**config.mk**
```make
export PLATFORM = sky130hd
export DESIGN_NAME = cfg_loader_flat
export DESIGN_NICKNAME = d
export VERILOG_FILES = /design/src/rtl/cfg_loader_if.sv /design/src/rtl/cfg_loader.sv /design/src/flat_wrapper.sv
export SDC_FILE = /design/constraint.sdc
export NUM_CORES = 1
export LEC_CHECK = 0
export ABC_AREA = 1
export BUFFER_PORTS_ARGS = -buffer_cell sky130_fd_sc_hd__buf_4
export CAP_MARGIN = 5
export CORE_MARGIN = 4
export CORE_UTILIZATION = 50
export CTS_BUF_LIST = sky130_fd_sc_hd__clkbuf_4 sky130_fd_sc_hd__clkbuf_8 sky130_fd_sc_hd__clkbuf_16
export CTS_CLUSTER_SIZE = 8
export DETAILED_ROUTE_END_ITERATION = 10
export PLACE_DENSITY = 0.78
export SETUP_SLACK_MARGIN = 0.5
export SYNTH_ARGS = -nofsm -noshare
export SYNTH_HDL_FRONTEND = slang
export SYNTH_SLANG_ARGS = --single-unit
```
**constraint.sdc**
```tcl
create_clock -name clk -period 3.3 [get_ports clk]
set_input_delay 0.66 -clock clk [delete_from_list [all_inputs] [get_ports clk]]
set_output_delay 0.66 -clock clk [all_outputs]
set_load 0.01 [all_outputs]
```
**src/rtl/cfg_loader_if.sv**
```systemverilog
`default_nettype none
// ============================================================================
//  Module      : cfg_loader_if
//  Description : Byte-stream handshake bundle feeding the configuration
//                loader: data byte, valid/ready pair and frame resync.
//                master = stream source, slave = cfg_loader.
//  Signals     : cfg_byte  [7:0] stream byte        (master -> slave)
//                cfg_valid       cfg_byte valid      (master -> slave)
//                cfg_sync        frame resync        (master -> slave)
//                cfg_ready       loader can accept   (slave  -> master)
//  Revision    : 1.0  initial release
// ============================================================================
interface cfg_loader_if;
    logic [7:0] cfg_byte;
    logic       cfg_valid;
    logic       cfg_ready;
    logic       cfg_sync;

    modport master (
        output cfg_byte,
        output cfg_valid,
        output cfg_sync,
        input  cfg_ready
    );

    modport slave (
        input  cfg_byte,
        input  cfg_valid,
        input  cfg_sync,
        output cfg_ready
    );
endinterface
`default_nettype wire

```
**src/rtl/cfg_loader.sv**
```systemverilog
`default_nettype none
// ============================================================================
//  Module      : cfg_loader
//  Description : Configuration front end for the LUT-block array. Parses
//                5-byte frames (address, x, y, ab, cx) from a valid/ready
//                byte stream and drives the shared cfg_out bus plus one-hot
//                per-block set strobes, one cycle after each data byte.
//  Macro       : CFG_LOADER_BCAST_EN - address 8'hFF broadcasts to all blocks
//                (undefined: 8'hFF is an ordinary out-of-range address).
//  Ports       : clk, rst_n (async assert, active low)
//                cfg        cfg_loader_if.slave (byte/valid/ready/sync)
//                cfg_out    [7:0]  registered shared config data
//                set_x/y/ab/cx [NUM_BLOCKS-1:0] one-hot load strobes
//                frame_done pulse with the final set_cx strobe
//                err        sticky out-of-range address flag
//                frame_cnt  [7:0]  completed frame count (wrapping)
//  Revision    : 1.0  initial release
// ============================================================================
module cfg_loader #(
    parameter int NUM_BLOCKS = 16,
    parameter int ADDR_W     = 4
) (
    input  wire logic                  clk,
    input  wire logic                  rst_n,
    cfg_loader_if.slave                cfg,
    output logic [7:0]                 cfg_out,
    output logic [NUM_BLOCKS-1:0]      set_x,
    output logic [NUM_BLOCKS-1:0]      set_y,
    output logic [NUM_BLOCKS-1:0]      set_ab,
    output logic [NUM_BLOCKS-1:0]      set_cx,
    output logic                       frame_done,
    output logic                       err,
    output logic [7:0]                 frame_cnt
);

    localparam logic [1:0] c_IDLE = 2'd0;
    localparam logic [1:0] c_DATA = 2'd1;
    localparam logic [1:0] c_SKIP = 2'd2;

    localparam logic [7:0]            c_ADDR_LIMIT = 8'(NUM_BLOCKS);
    localparam logic [7:0]            c_BCAST_ADDR = 8'hFF;
    localparam logic [NUM_BLOCKS-1:0] c_ONE        = {{(NUM_BLOCKS-1){1'b0}}, 1'b1};

    logic [1:0]            r_state;
    logic [1:0]            r_idx;
    logic [ADDR_W-1:0]     r_addr;
    logic                  r_bcast;
    logic [7:0]            r_cfg_out;
    logic [NUM_BLOCKS-1:0] r_set_x;
    logic [NUM_BLOCKS-1:0] r_set_y;
    logic [NUM_BLOCKS-1:0] r_set_ab;
    logic [NUM_BLOCKS-1:0] r_set_cx;
    logic                  r_frame_done;
    logic                  r_err;
    logic [7:0]            r_frame_cnt;

    logic                  w_ready;
    logic                  w_accept;
    logic                  w_bcast_hit;
    logic                  w_addr_ok;
    logic [NUM_BLOCKS-1:0] w_mask;

    // Ready is never withheld for flow control; only resync (and reset)
    // refuse a byte.
    assign w_ready       = rst_n & ~cfg.cfg_sync;
    assign cfg.cfg_ready = w_ready;
    assign w_accept      = cfg.cfg_valid & w_ready;

`ifdef CFG_LOADER_BCAST_EN
    assign w_bcast_hit = (cfg.cfg_byte == c_BCAST_ADDR);
`else
    assign w_bcast_hit = 1'b0;
`endif

    assign w_addr_ok = (cfg.cfg_byte < c_ADDR_LIMIT) | w_bcast_hit;

    // Target vector for the current frame: single block or all blocks.
    assign w_mask = r_bcast ? {NUM_BLOCKS{1'b1}} : (c_ONE << r_addr);

    always_ff @(posedge clk or negedge rst_n) begin
        if (!rst_n) begin
            r_state      <= c_IDLE;
            r_idx        <= 2'd0;
            r_addr       <= '0;
            r_bcast      <= 1'b0;
            r_cfg_out    <= 8'd0;
            r_set_x      <= '0;
            r_set_y      <= '0;
            r_set_ab     <= '0;
            r_set_cx     <= '0;
            r_frame_done <= 1'b0;
            r_err        <= 1'b0;
            r_frame_cnt  <= 8'd0;
        end else begin
            // Strobes live for exactly one cycle after an accepted data byte.
            r_set_x      <= '0;
            r_set_y      <= '0;
            r_set_ab     <= '0;
            r_set_cx     <= '0;
            r_frame_done <= 1'b0;

            if (cfg.cfg_sync) begin
                r_state <= c_IDLE;
                r_idx   <= 2'd0;
                r_err   <= 1'b0;
            end else if (w_accept) begin
                case (r_state)
                    c_IDLE: begin
                        r_idx <= 2'd0;
                        if (w_addr_ok) begin
                            r_addr  <= ADDR_W'(cfg.cfg_byte);
                            r_bcast <= w_bcast_hit;
                            r_state <= c_DATA;
                        end else begin
                            r_err   <= 1'b1;
                            r_state <= c_SKIP;
                        end
                    end
                    c_DATA: begin
                        r_cfg_out <= cfg.cfg_byte;
                        r_idx     <= r_idx + 2'd1;
                        case (r_idx)
                            2'd0: r_set_x  <= w_mask;
                            2'd1: r_set_y  <= w_mask;
                            2'd2: r_set_ab <= w_mask;
                            default: begin
                                r_set_cx     <= w_mask;
                                r_frame_done <= 1'b1;
                                r_frame_cnt  <= r_frame_cnt + 8'd1;
                                r_state      <= c_IDLE;
                            end
                        endcase
                    end
                    c_SKIP: begin
                        r_idx <= r_idx + 2'd1;
                        if (r_idx == 2'd3) begin
                            r_state <= c_IDLE;
                        end
                    end
                    default: begin
                        r_state <= c_IDLE;
                        r_idx   <= 2'd0;
                    end
                endcase
            end
        end
    end

    assign cfg_out    = r_cfg_out;
    assign set_x      = r_set_x;
    assign set_y      = r_set_y;
    assign set_ab     = r_set_ab;
    assign set_cx     = r_set_cx;
    assign frame_done = r_frame_done;
    assign err        = r_err;
    assign frame_cnt  = r_frame_cnt;

endmodule
`default_nettype wire
```
**src/flat_wrapper.sv**
```systemverilog
// flat-port wrapper written by rule: the top's interface ports become plain ports
module cfg_loader_flat 
#(
    parameter int NUM_BLOCKS = 16,
    parameter int ADDR_W     = 4
)
  (clk, rst_n, cfg_out, set_x, set_y, set_ab, set_cx, frame_done, err, frame_cnt, cfg_cfg_byte, cfg_cfg_valid, cfg_cfg_sync, cfg_cfg_ready);
  cfg_loader_if cfg_i ();
  input  wire logic clk;
  input  wire logic rst_n;
  output logic [7:0] cfg_out;
  output logic [NUM_BLOCKS-1:0] set_x;
  output logic [NUM_BLOCKS-1:0] set_y;
  output logic [NUM_BLOCKS-1:0] set_ab;
  output logic [NUM_BLOCKS-1:0] set_cx;
  output logic frame_done;
  output logic err;
  output logic [7:0] frame_cnt;
  input wire logic [$bits(cfg_i.cfg_byte)-1:0] cfg_cfg_byte;
  input wire logic [$bits(cfg_i.cfg_valid)-1:0] cfg_cfg_valid;
  input wire logic [$bits(cfg_i.cfg_sync)-1:0] cfg_cfg_sync;
  output wire logic [$bits(cfg_i.cfg_ready)-1:0] cfg_cfg_ready;
  assign cfg_i.cfg_byte = cfg_cfg_byte;
  assign cfg_i.cfg_valid = cfg_cfg_valid;
  assign cfg_i.cfg_sync = cfg_cfg_sync;
  assign cfg_cfg_ready = cfg_i.cfg_ready;
  cfg_loader #(.NUM_BLOCKS(NUM_BLOCKS), .ADDR_W(ADDR_W)) u_core (.clk(clk), .rst_n(rst_n), .cfg(cfg_i), .cfg_out(cfg_out), .set_x(set_x), .set_y(set_y), .set_ab(set_ab), .set_cx(set_cx), .frame_done(frame_done), .err(err), .frame_cnt(frame_cnt));
endmodule
```
Word level (Yosys, flattened, before mapping)
Cells that the tools add are included.

operators by class
  equality and inequality tests = 8
  magnitude comparators = 1
  bitwise gates (word level) = 4
  reduce and logical (&&, ||, !) cells = 11
  mux-type cells = 33
  shifts and indexed selects = 1
  add/subtract/negate cells = 2

operators by type and width
  cell                    count
  $mux W16                16
  $mux W2                 8
  $shl A1 B4 Y16 const A  1
  $reduce_and A3 Y1       3
  $add A8 B1 Y8 const B   1
  $lt A8 B5 Y1 const B    1
  $mux W1                 8
  $reduce_and A4 Y1       2
  $eq A2 B2 Y1 const B    3
  $pmux W2 S3             1
  $eq A2 B1 Y1 const B    2
  $logic_not A2 Y1        2
  $reduce_bool A2 Y1      2
  $ne A3 B2 Y1 const B    1
  $ne A3 B3 Y1 const B    1
  $reduce_or A3 Y1        1
  $add A2 B1 Y2 const B   1
  $and A1 B1 Y1           2
  $ne A2 B2 Y1 const B    1
  $not A1 Y1              2
  $reduce_or A2 Y1        1

storage, ports and cells
  input bits = 12
  word-level logic and storage cells = 71
  output and inout port bits = 83
  bits in registers = 90

Depth between registers and ports, before layout
  word-level depth = 6
  depth in mapped cells = 8
  gate-level depth less buffers = 7

Worst setup path before layout
Ideal clock, no wire load.

  kind = input-to-output
  from = input port cfg_cfg_sync
  to = output port cfg_cfg_ready
  data required time = 2640 ps
  setup slack = 1777 ps
  cell stages on the path = 3
  arrival = 863 ps
  path buffers = 0
  cells stage by stage = inv_1 > nand2_1 > inv_1

between the ends
  cells in the longest elaborated chain, start to end = 2

RTL lines
  element                      line                source
  start, declared              flat_wrapper.sv:21  input wire logic [$bits(cfg_i.cfg_sync)-1:0] cfg_cfg_sync;
  $not A1 Y1 (no source line)  n/a
  $and A1 B1 Y1                cfg_loader.sv:65    assign w_ready = rst_n & ~cfg.cfg_sync;
  end, declared                flat_wrapper.sv:22  output wire logic [$bits(cfg_i.cfg_ready)-1:0] cfg_cfg_ready;

Every way passes these cells.

Worst setup path in the final report
  from = register u_core.r_state[1]
  to = register u_core.r_set_y[10], in the netlist u_core.set_y[10]

between the ends
  cells in the longest elaborated chain, start to end = 4

RTL lines
  element                 line               source
  start, declared         cfg_loader.sv:44   logic [1:0] r_state;
  start signal, assigned  cfg_loader.sv:82   r_state <= c_IDLE;
  start signal, assigned  cfg_loader.sv:103  r_state <= c_IDLE;
  start signal, assigned  cfg_loader.sv:113  r_state <= c_DATA;
  $eq A2 B1 Y1            cfg_loader.sv:107  case (r_state)
  $mux W16                cfg_loader.sv:107
  $mux W16                cfg_loader.sv:106  end else if (w_accept) begin
  $mux W16                cfg_loader.sv:102  if (cfg.cfg_sync) begin
  end signal, assigned    cfg_loader.sv:124  2'd1: r_set_y <= w_mask;
  end, declared           cfg_loader.sv:50   logic [NUM_BLOCKS-1:0] r_set_y;

Every way passes these cells.
A chain may end at the register's enable or synchronous reset.

==> reports/metrics.yaml <==
rsz0062_at_grt: "false"
worst-slew-pin-transition_ns: 1.07
die-area_mm2: 0.00808
num_vias: 2480
start_util: 0.522
layoutNonFillerInstCount: 499
cp_max_fo: 16
syn_area_mm2: 0.00335
antenna_found_initial: 0
cts_root_buffer: "clkbuf_8"
cp.buffers_inverters: 2
grt_use_total: 0.198
grt_pass1_vias: 2534
clk_path_buf_depth: 2
nNetsFinal: 438
clkLatencyLatePin_ns: 0.35
crit_path_max_incr_delay_ns: 0.45
cpMostUsedCell: "inv_1"
maxSlewHeadroom: 0.289
syn_nets: 343
place_inst: 483
place.gp.congestion: 0.786
fp.dieW_um: 89.9
synthDistinctLibCells: 20
drv_cap: 0
fin_crit_sh: 0.561
drc: 0
p_leak_nw: 2.31
cts_setup_buffers: 0
cts_hold_buf: 0
slowest_stage: "nand2_1"
grt_start_max_net_pins: 89
routedWlPerCell_um: 14.7
row_count: 29
wirelength_mm: 7.35
worstPathCellList: "inv_1, ha_1, inv_1, nor2_4, nand2_1, nor2_1"
setup_tns_ns: 0
setup_viol: 0
drt_iter0_drc: 193
worstHoldPathType: "input port to asynchronous set/reset pin"
clock-sinks: 90
grt_pass1_wl_mm: 12.7
cts_tree: "done"
crit_family: "simple AND/OR/NAND/NOR gates"
grt_overflow: 0
cp.required_ns: 3.57
ys_seq_elements: 90
port_buffers: 94
postLayoutCoreUtil: 0.668
critPathKind: "register to register"
power_density_mw_per_mm2: 473
maxSlewViolCount: 0
cts_resized: 0
core_area_mm2: 0.00642
dieHeight_um: 89.9
total_power_mw: 2.03
ys_seq_area_frac: 0.672
syn_inst: 322
fin_skew_ns: 0.00561
placed_cell_area_mm2: 0.00410
arrival_ns: 2.12
yosysWarnings: 0
postRouteAntennaNets: 0
status: "completed"
io_pins: 95
max_freq_mhz: 541
ir_worst_vdd_mv: 0.215
first_pass_iters: 4
crit_path_end_kind: "register"
post-route-cell-area_mm2: 0.00429
cts_inserted_buffers: 9
post_route_cells_drive_above_1_share: 0.275
syn_avg_cell_area_um2: 10.4
min_period_ns: 1.85
avgViaCountPerCell: 4.97
htreeDepth: 3
hpwl_mm: 5.24
cp-start-kind: "register"
area_growth_pct: 28.0
hold_viol: 0
diodes: 0
clkTransAtPathRegs_ns: 0.09
==> cells in the mapped netlist, drive strengths merged <==
library cell | instances | area [µm²]
clkbuf | 1 | 3.75
buf | 11 | 70.1
dfrtp | 90 | 2250
a21oi | 2 | 10.0
o21ai | 4 | 23.8
xor2 | 1 | 8.76
nand3 | 11 | 60.1
xnor2 | 3 | 26.3
nand2 | 70 | 270
nand3b | 2 | 15.0
nand4 | 20 | 125
nor2 | 76 | 293
ha | 9 | 113
inv | 22 | 82.6
==> area by class of cell <==
| class | count | area, µm² |
|---|---|---|
| Clock inverter | 6 | 65.1 |
| Multi-Input combinational cell | 198 | 945 |
| Timing Repair Buffer | 96 | 721 |
| Sequential cell | 90 | 2250 |
| Clock buffer | 10 | 131 |
| Fill cell | 507 | 2130 |
| Tap cell | 77 | 96.3 |
| Inverter | 22 | 82.6 |
==> worst paths after layout <==
| path | from | endpoint | slack [ns] | cells past startpoint |
|---|---|---|---|---|
| worst max-delay path | u_core.r_state[1]$_DFFE_PN0P_ | u_core.set_y[10]$_DFF_PN0_ | 1.45 | 6 |
| worst min-delay path | rst_n | u_core.cfg_out[5]$_DFFE_PN0P_ | 0.11 | 1 |
| worst min register to register | u_core.cfg_out[3]$_DFFE_PN0P_ | u_core.cfg_out[3]$_DFFE_PN0P_ | 0.48 | 2 |
| worst max register to register | u_core.r_state[1]$_DFFE_PN0P_ | u_core.set_y[10]$_DFF_PN0_ | 1.45 | 6 |
| min in group clk | u_core.cfg_out[3]$_DFFE_PN0P_ | u_core.cfg_out[3]$_DFFE_PN0P_ | 0.48 | 2 |
| max in group asynchronous | rst_n | u_core.frame_cnt[7]$_DFFE_PN0P_ | 1.95 | 2 |
==> where the power goes <==
group | internal [mW] | switching, mW
Combinational | 0.0477 | 0.0904
Clock | 0.361 | 0.379
Sequential | 1.12 | 0.0283
Total | 1.53 | 0.497
==> layer usage <==
metal / global-route usage / part of all wire
met5: 0 / 0
met4: 0.0612 / 0.013
met3: 0.0534 / 0.054
met2: 0.331 / 0.51
met1: 0.252 / 0.42
==> cell usage in the layout (no fill, tap or decap), types with 2 or more instances in the layout <==
cell,instances
clkinv_2,2
nor2_1,75
clkbuf_8,9
dfrtp_1,90
xnor2_1,3
nand3_1,10
nand4_1,20
inv_1,22
ha_1,9
o21ai_0,3
a21oi_1,2
nand3b_1,2
inv_6,2
buf_4,96
nand2_1,69
==> per-stage QoR <==
stage               hold WS [ns]  setup WS [ns]
floorplan                  0.364           1.78
global placement           0.460           1.27
detailed placement         0.464           1.19
CTS                       0.0921           1.42
global route              0.0841           1.18
finish                     0.109           1.45
==> registers in the layout, summed over array words and instances (netlist names) <==
signal and flops:
u_core.r_idx 2, u_core.frame_done 1, u_core.set_cx 16, u_core.frame_cnt 8, u_core.err 1, u_core.set_x 16, u_core.set_ab 16, u_core.r_addr 4
u_core.cfg_out 8, u_core.r_state 2, u_core.set_y 16
==> logic make-up (layout without fill, tap and decap cells) <==
family | after synthesis | in the layout | synth area share
compound gates | 6 | 6 | 0.0101
xor+xnor | 4 | 4 | 0.0104
fa+ha+maj | 9 | 9 | 0.0336
buf+inv | 34 | 134 | 0.0466
flops | 90 | 90 | 0.672
simple gates | 179 | 179 | 0.228
Power figures use the tool's default switching activity.
